File: src/rtl/uart_pkg.sv
// Shared board-link UART definitions: module codes carried in byte bits [7:6]
// (common to the transmit mux and the receive demux), receive FSM state type,
// and default watchdog sizing.
package uart_pkg;

  // Module codes in bits [7:6] of every link byte
  localparam logic [1:0] CODE_GAME_STATE = 2'b00;
  localparam logic [1:0] CODE_GLOVES     = 2'b01;
  localparam logic [1:0] CODE_SCORE      = 2'b10;
  localparam logic [1:0] CODE_MOUSE      = 2'b11;

  // ~15 ms at 65 MHz; counter must satisfy 2**CNT_W > TIMEOUT_CYCLES
  localparam int unsigned DEFAULT_TIMEOUT_CYCLES = 1_000_000;
  localparam int unsigned DEFAULT_CNT_W          = 20;

  typedef enum logic {
    IDLE  = 1'b0,
    ROUTE = 1'b1
  } rx_state_t;

  // One-hot update strobe for a module code
  function automatic logic [3:0] code_onehot(input logic [1:0] code);
    return 4'b0001 << code;
  endfunction

endpackage

File: src/rtl/uart_link_watchdog.sv
// Link-loss watchdog for the board-link receiver.
// Ports:
//   clk, rst       - clock, synchronous active-high reset
//   kick           - a byte was routed this cycle; restarts the count
//   link_up        - registered, 1 while bytes arrive within TIMEOUT_CYCLES
//   timeout_pulse  - combinational strobe, high in the cycle whose closing
//                    edge brings the counter to TIMEOUT_CYCLES (the edge on
//                    which link_up falls); never high while kick is high
module uart_link_watchdog
  import uart_pkg::*;
#(
  parameter int unsigned TIMEOUT_CYCLES = DEFAULT_TIMEOUT_CYCLES,
  parameter int unsigned CNT_W          = DEFAULT_CNT_W
) (
  input  logic clk,
  input  logic rst,
  input  logic kick,
  output logic link_up,
  output logic timeout_pulse
);

  localparam logic [CNT_W-1:0] LIMIT = CNT_W'(TIMEOUT_CYCLES);

  logic [CNT_W-1:0] cnt;

  // Counter is about to reach the limit and no kick overrides it
  assign timeout_pulse = !kick && (cnt == LIMIT - CNT_W'(1));

  // Idle-cycle counter; saturates at the limit, kick wins over timeout
  always_ff @(posedge clk) begin
    if (rst) begin
      cnt     <= '0;
      link_up <= 1'b0;
    end else if (kick) begin
      cnt     <= '0;
      link_up <= 1'b1;
    end else if (cnt < LIMIT) begin
      cnt <= cnt + CNT_W'(1);
      if (timeout_pulse) begin
        link_up <= 1'b0;
      end
    end
  end

endmodule

File: src/rtl/uart_rx_demux.sv
// Board-link UART receive demultiplexer. Pops bytes from the RX FIFO, routes
// each one by its code in bits [7:6] into one of four mirror registers,
// checks round-robin code order and tracks link liveness.
// Optional build macro: CLEAR_ON_LINK_LOSS_EN - when defined, all mirror
// registers clear to 8'h00 on the edge where link_up falls.
// Ports:
//   clk, rst                - clock, synchronous active-high reset
//   rx_empty, r_data        - RX FIFO empty flag and head byte
//   rd_uart                 - registered FIFO pop strobe
//   data_game_state_sel     - last byte with code 00
//   data_gloves_control     - last byte with code 01
//   data_score_control      - last byte with code 10
//   data_mouse_control      - last byte with code 11
//   upd                     - one-cycle update strobe, bit i = code i written
//   link_up                 - 1 while bytes arrive within TIMEOUT_CYCLES
//   seq_err_cnt             - saturating count of out-of-order codes
module uart_rx_demux
  import uart_pkg::*;
#(
  parameter int unsigned TIMEOUT_CYCLES = DEFAULT_TIMEOUT_CYCLES,
  parameter int unsigned CNT_W          = DEFAULT_CNT_W
) (
  input  logic       clk,
  input  logic       rst,
  input  logic       rx_empty,
  input  logic [7:0] r_data,
  output logic       rd_uart,
  output logic [7:0] data_game_state_sel,
  output logic [7:0] data_gloves_control,
  output logic [7:0] data_score_control,
  output logic [7:0] data_mouse_control,
  output logic [3:0] upd,
  output logic       link_up,
  output logic [7:0] seq_err_cnt
);

  rx_state_t  state;
  rx_state_t  state_next;
  logic [7:0] byte_q;
  logic [1:0] expected;
  logic [1:0] code;
  logic       capture;
  logic       route;
  logic       timeout_pulse;

  assign code = byte_q[7:6];

  // State register
  always_ff @(posedge clk) begin
    if (rst) begin
      state <= IDLE;
    end else begin
      state <= state_next;
    end
  end

  // Next-state logic: one byte per two cycles
  always_comb begin
    state_next = state;
    case (state)
      IDLE:    if (!rx_empty) state_next = ROUTE;
      ROUTE:   state_next = IDLE;
      default: state_next = IDLE;
    endcase
  end

  // Output decode: capture in IDLE, route/pop in ROUTE
  always_comb begin
    capture = 1'b0;
    route   = 1'b0;
    case (state)
      IDLE:    capture = !rx_empty;
      ROUTE:   route   = 1'b1;
      default: ;
    endcase
  end

  // Datapath: pop strobe, byte capture, routing, sequence check
  always_ff @(posedge clk) begin
    if (rst) begin
      rd_uart             <= 1'b0;
      byte_q              <= '0;
      upd                 <= '0;
      expected            <= CODE_GAME_STATE;
      seq_err_cnt         <= '0;
      data_game_state_sel <= '0;
      data_gloves_control <= '0;
      data_score_control  <= '0;
      data_mouse_control  <= '0;
    end else begin
      rd_uart <= capture;
      upd     <= route ? code_onehot(code) : 4'b0000;
      if (capture) begin
        byte_q <= r_data;
      end
      if (route) begin
        // Resync to the received code whether or not it was in order
        expected <= code + 2'd1;
        if ((code != expected) && (seq_err_cnt != 8'hFF)) begin
          seq_err_cnt <= seq_err_cnt + 8'd1;
        end
        case (code)
          CODE_GAME_STATE: data_game_state_sel <= byte_q;
          CODE_GLOVES:     data_gloves_control <= byte_q;
          CODE_SCORE:      data_score_control  <= byte_q;
          CODE_MOUSE:      data_mouse_control  <= byte_q;
          default:         ;
        endcase
      end else if (timeout_pulse) begin
        // Next stream after link loss starts cleanly at code 00
        expected <= CODE_GAME_STATE;
`ifdef CLEAR_ON_LINK_LOSS_EN
        data_game_state_sel <= '0;
        data_gloves_control <= '0;
        data_score_control  <= '0;
        data_mouse_control  <= '0;
`endif
      end
    end
  end

  // Link-loss watchdog, kicked by every routed byte
  uart_link_watchdog #(
    .TIMEOUT_CYCLES (TIMEOUT_CYCLES),
    .CNT_W          (CNT_W)
  ) u_watchdog (
    .clk           (clk),
    .rst           (rst),
    .kick          (route),
    .link_up       (link_up),
    .timeout_pulse (timeout_pulse)
  );

endmodule

File: config.mk
export PLATFORM = sky130hd
export DESIGN_NAME = uart_rx_demux
export DESIGN_NICKNAME = d
export VERILOG_FILES = /design/src/rtl/uart_pkg.sv /design/src/rtl/uart_link_watchdog.sv /design/src/rtl/uart_rx_demux.sv
export SDC_FILE = /design/constraint.sdc
export NUM_CORES = 1
export LEC_CHECK = 0
export ABC_AREA = 1
export BUFFER_PORTS_ARGS = -buffer_cell sky130_fd_sc_hd__buf_2
export CORE_UTILIZATION = 35
export DETAILED_ROUTE_END_ITERATION = 7
export GPL_TIMING_DRIVEN = 0
export PLACE_DENSITY = 0.54
export SLEW_MARGIN = 0
export SYNTH_ARGS = -nofsm -noshare
export SYNTH_HDL_FRONTEND = slang
export SYNTH_HIERARCHICAL = 1
export SYNTH_SLANG_ARGS = --single-unit
File: constraint.sdc
create_clock -name clk -period 3.7 [get_ports clk]
set_input_delay 0 -clock clk [delete_from_list [all_inputs] [get_ports clk]]
set_output_delay 0 -clock clk [all_outputs]
set_load 0.01 [all_outputs]
==> metrics <==
status=finished clean; Routed WL per cell=~12 um; crit-path max cell delay=roughly 470 ps; Seq/Total Area, Yosys=0.426; WP buf/inv=2; Worst-path clk slew=90 ps; total CTS buffers=9; Critical Path Source=u_watchdog/cnt[0]$_SDFFE_PP0N_; Root Buffer=clkbuf_8; largest net degree at the start of global routing=16; Worst-Margin Slew=about 670 ps; CP cell instances=ha_1 > buf_2 > nand3_1 > nor2_2 > nand2_1 > inv_1 > nand2_1 > nand2_1 > nand2_1 > nor2_1 > nor2_1; number of synthesized flops with an enable pin=0; initial drt markers=~150; cts repair resizes=0; Post-Syn Area=between 3000 and 4000 um2; CP Max Fanout=7; Clock Sinks=77; Cell Rows=36; buffers added on ports=between 50 and 60; Synthesis Warnings=6; core area=9910 um2; Slowest cell on crit path=dfxtp_1; Area growth, synth to finish=20.5%; Required @ worst endpoint=3920 ps; kind of critical path=reg -> reg; Clock Skew=roughly 11 ps; vias in the first global route=just over 3k; design area=4360 um2; post-DP HPWL=approximately 6500 um; RSZ-0062 raised after global routing=false; Die Span Y=104 um; placed cell areas=between 4000 and 5000 um2; DP Cell Count=714; clock tree buffer depth=2; Final GP Congestion=about 0.81; Fin. Hold Viols=0; HP Class=in -> reg; Worst Hold Launch=rx_empty; FF/Latch Area=between 1500 and 2000 um2; H-tree levels=3; die footprint=10,700 um2; Post-synth ARST share=0; grt total ovfl=0; RR Startpoint=u_watchdog/cnt[0]$_SDFFE_PP0N_; Final min period=1870 ps; crit start category=register; Worst Setup End Kind=register; clk_lat worst skew=around 360 ps; top cell type by total area after synthesis=dfxtp_1; Main synth FF type=dfxtp_1; Die X-Extent=104 um; DR vias=roughly 3.3k; Reg2Reg Depth=11; Final Setup Violations=0; post-synthesis cell count=between 500 and 600; Top Family by Delay on Critical Path=simple AND/OR/NAND/NOR gates; WP depth=11; max-cap violation count=0; CP dominant cell by count=nand2_1; WHS Path Cells=4; Non-Filler Instances=739; most frequent cell after synthesis=nor2_1; #FFs+latches synth=77; Pwr Density=roughly 390 nW/um2; total track usage=0.169; Ports=57; Post-Route WL=between 8000 and 9000 um; synth cell count leaders=123 x nor2_1, 113 x nand2_1, 77 x dfxtp_1; top post-synthesis cells by area=dfxtp_1 43%, nor2_1 13%, nand2_1 12%; 1st-pass router iterations=4; Slew Limit Headroom=0.556; ANT nets after route=0; Leakage=between 1.5 and 2 nW; first-pass GRT wire length=between 10,000 and 15,000 um; Hold Buf Count CTS=9; fmax=around 540 MHz; Slew Limit Fails=0; CTS tree=built; Initial Utilization=0.365; Final Cycle Share=0.504; Syn Area/Cell=6.89 um2; layout net count=a little over 600; layout cells sized above 1=0.196; Fillers=approximately 1.1k; Worst Path Arrival=approximately 2100 ps; Synth cell types=28; syn_nets=542; drc violations=0; post-CTS setup buffer count=0; # diodes=0; setup TNS=0 ps; initial antenna violation count=0; multi-input logic area=roughly 1800 um2; total power=between 1.5 and 2 mW; top cell type's share of synthesized area=0.426; VDD IR max=between 0.15 and 0.2 mV; Vias/cell=between 4 and 5
## kinds of logic after synthesis
group                      synth area share
AOI/OAI and AO/OA                     0.100
xor gates and xnor gates             0.0169
buffers and inverters                0.0782
adders and majority gates            0.0208
and+or+nand+nor                       0.358
DFF                                   0.426
## state kept, by name, summed over array words and instances, names as in the netlist
register,count
rd_uart,1
upd,4
state,1
seq_err_cnt,8
data_game_state_sel,8
data_score_control,8
byte_q,8
expected,2
u_watchdog/link_up,1
data_mouse_control,8
data_gloves_control,8
u_watchdog/cnt,20
## tightest hold or removal path, cell delays in order
cell and delay, ps:
buf_2 90, nor2_1 90, o21ai_0 150, nor2_1 40
## power by group
part / internal, mW / leakage (nW) / switching (mW) / total (mW)
logic: 0.0560 / 1.23 / 0.0903 / 0.146
clock network: 0.322 / 0.103 / 0.344 / 0.666
registers: 0.856 / 0.626 / 0.0251 / 0.881
total: 1.23 / 1.96 / 0.460 / 1.69
## metal layers
metal	up-vias	wire length [um]	global-route usage
met4	0	106	0.0551
met3	11	282	0.0277
li1	1803	-	-
met1	1474	4360	0.229
met5	-	0	0
met2	61	3890	0.273
## layout by cell type (no fill, tap or decap)
cell type and instances:
nor2_1 123, bufinv_16 1, clkinv_2 1, clkbuf_1 4
nor3_1 3, nand2_4 1, nand3_2 2, nand3_1 27
nor2_2 8, clkinvlp_4 1, dlygate4sd3_1 9, a21oi_2 5
inv_6 3, inv_1 43, buf_2 60, a22oi_1 1
a21oi_1 17, nand2_1 113, inv_8 1, nor3_2 1
nand3b_1 5, dfxtp_1 77, buf_6 3, clkbuf_8 9
nor2_4 1, clkinv_1 1, nand4_2 1, xor2_1 7
inv_2 7, o21ai_1 4, o21ai_0 41, nand4_1 6
buf_4 3, nand2_2 11, ha_1 6
## cell type report
| cell class | count | share of cell area |
|---|---|---|
| multi-input cells | 383 | 0.411 |
| flip-flops and latches | 77 | 0.354 |
| repair buffers | 65 | 0.0850 |
| inverters | 51 | 0.0439 |
| well taps | 133 | 0.0382 |
| clock buffers | 9 | 0.0284 |
| plain buffers | 14 | 0.0210 |
| clock inverters | 7 | 0.0184 |
## path summary, 6_finish.rpt
kind                                             end  slack [ps]
setup / recovery     u_watchdog/cnt[16]$_SDFFE_PP0N_        1830
setup reg to reg     u_watchdog/cnt[16]$_SDFFE_PP0N_        1830
hold / removal                byte_q[2]$_SDFFE_PP0P_          50
hold reg to reg   data_score_control[1]$_SDFFE_PP0P_         480
## through the flow
step / util / worst slack (ps) / hold slack (ps)
floorplan: - / 2190 / 66.9
global placement: 0.410 / 1840 / 236
detailed placement: 0.410 / 1850 / 236
CTS: 0.440 / 1820 / 35.8
global route: 0.440 / 1660 / 51.9
finish: 0.440 / 1830 / 48.6
(Power assumes the default switching activity.)
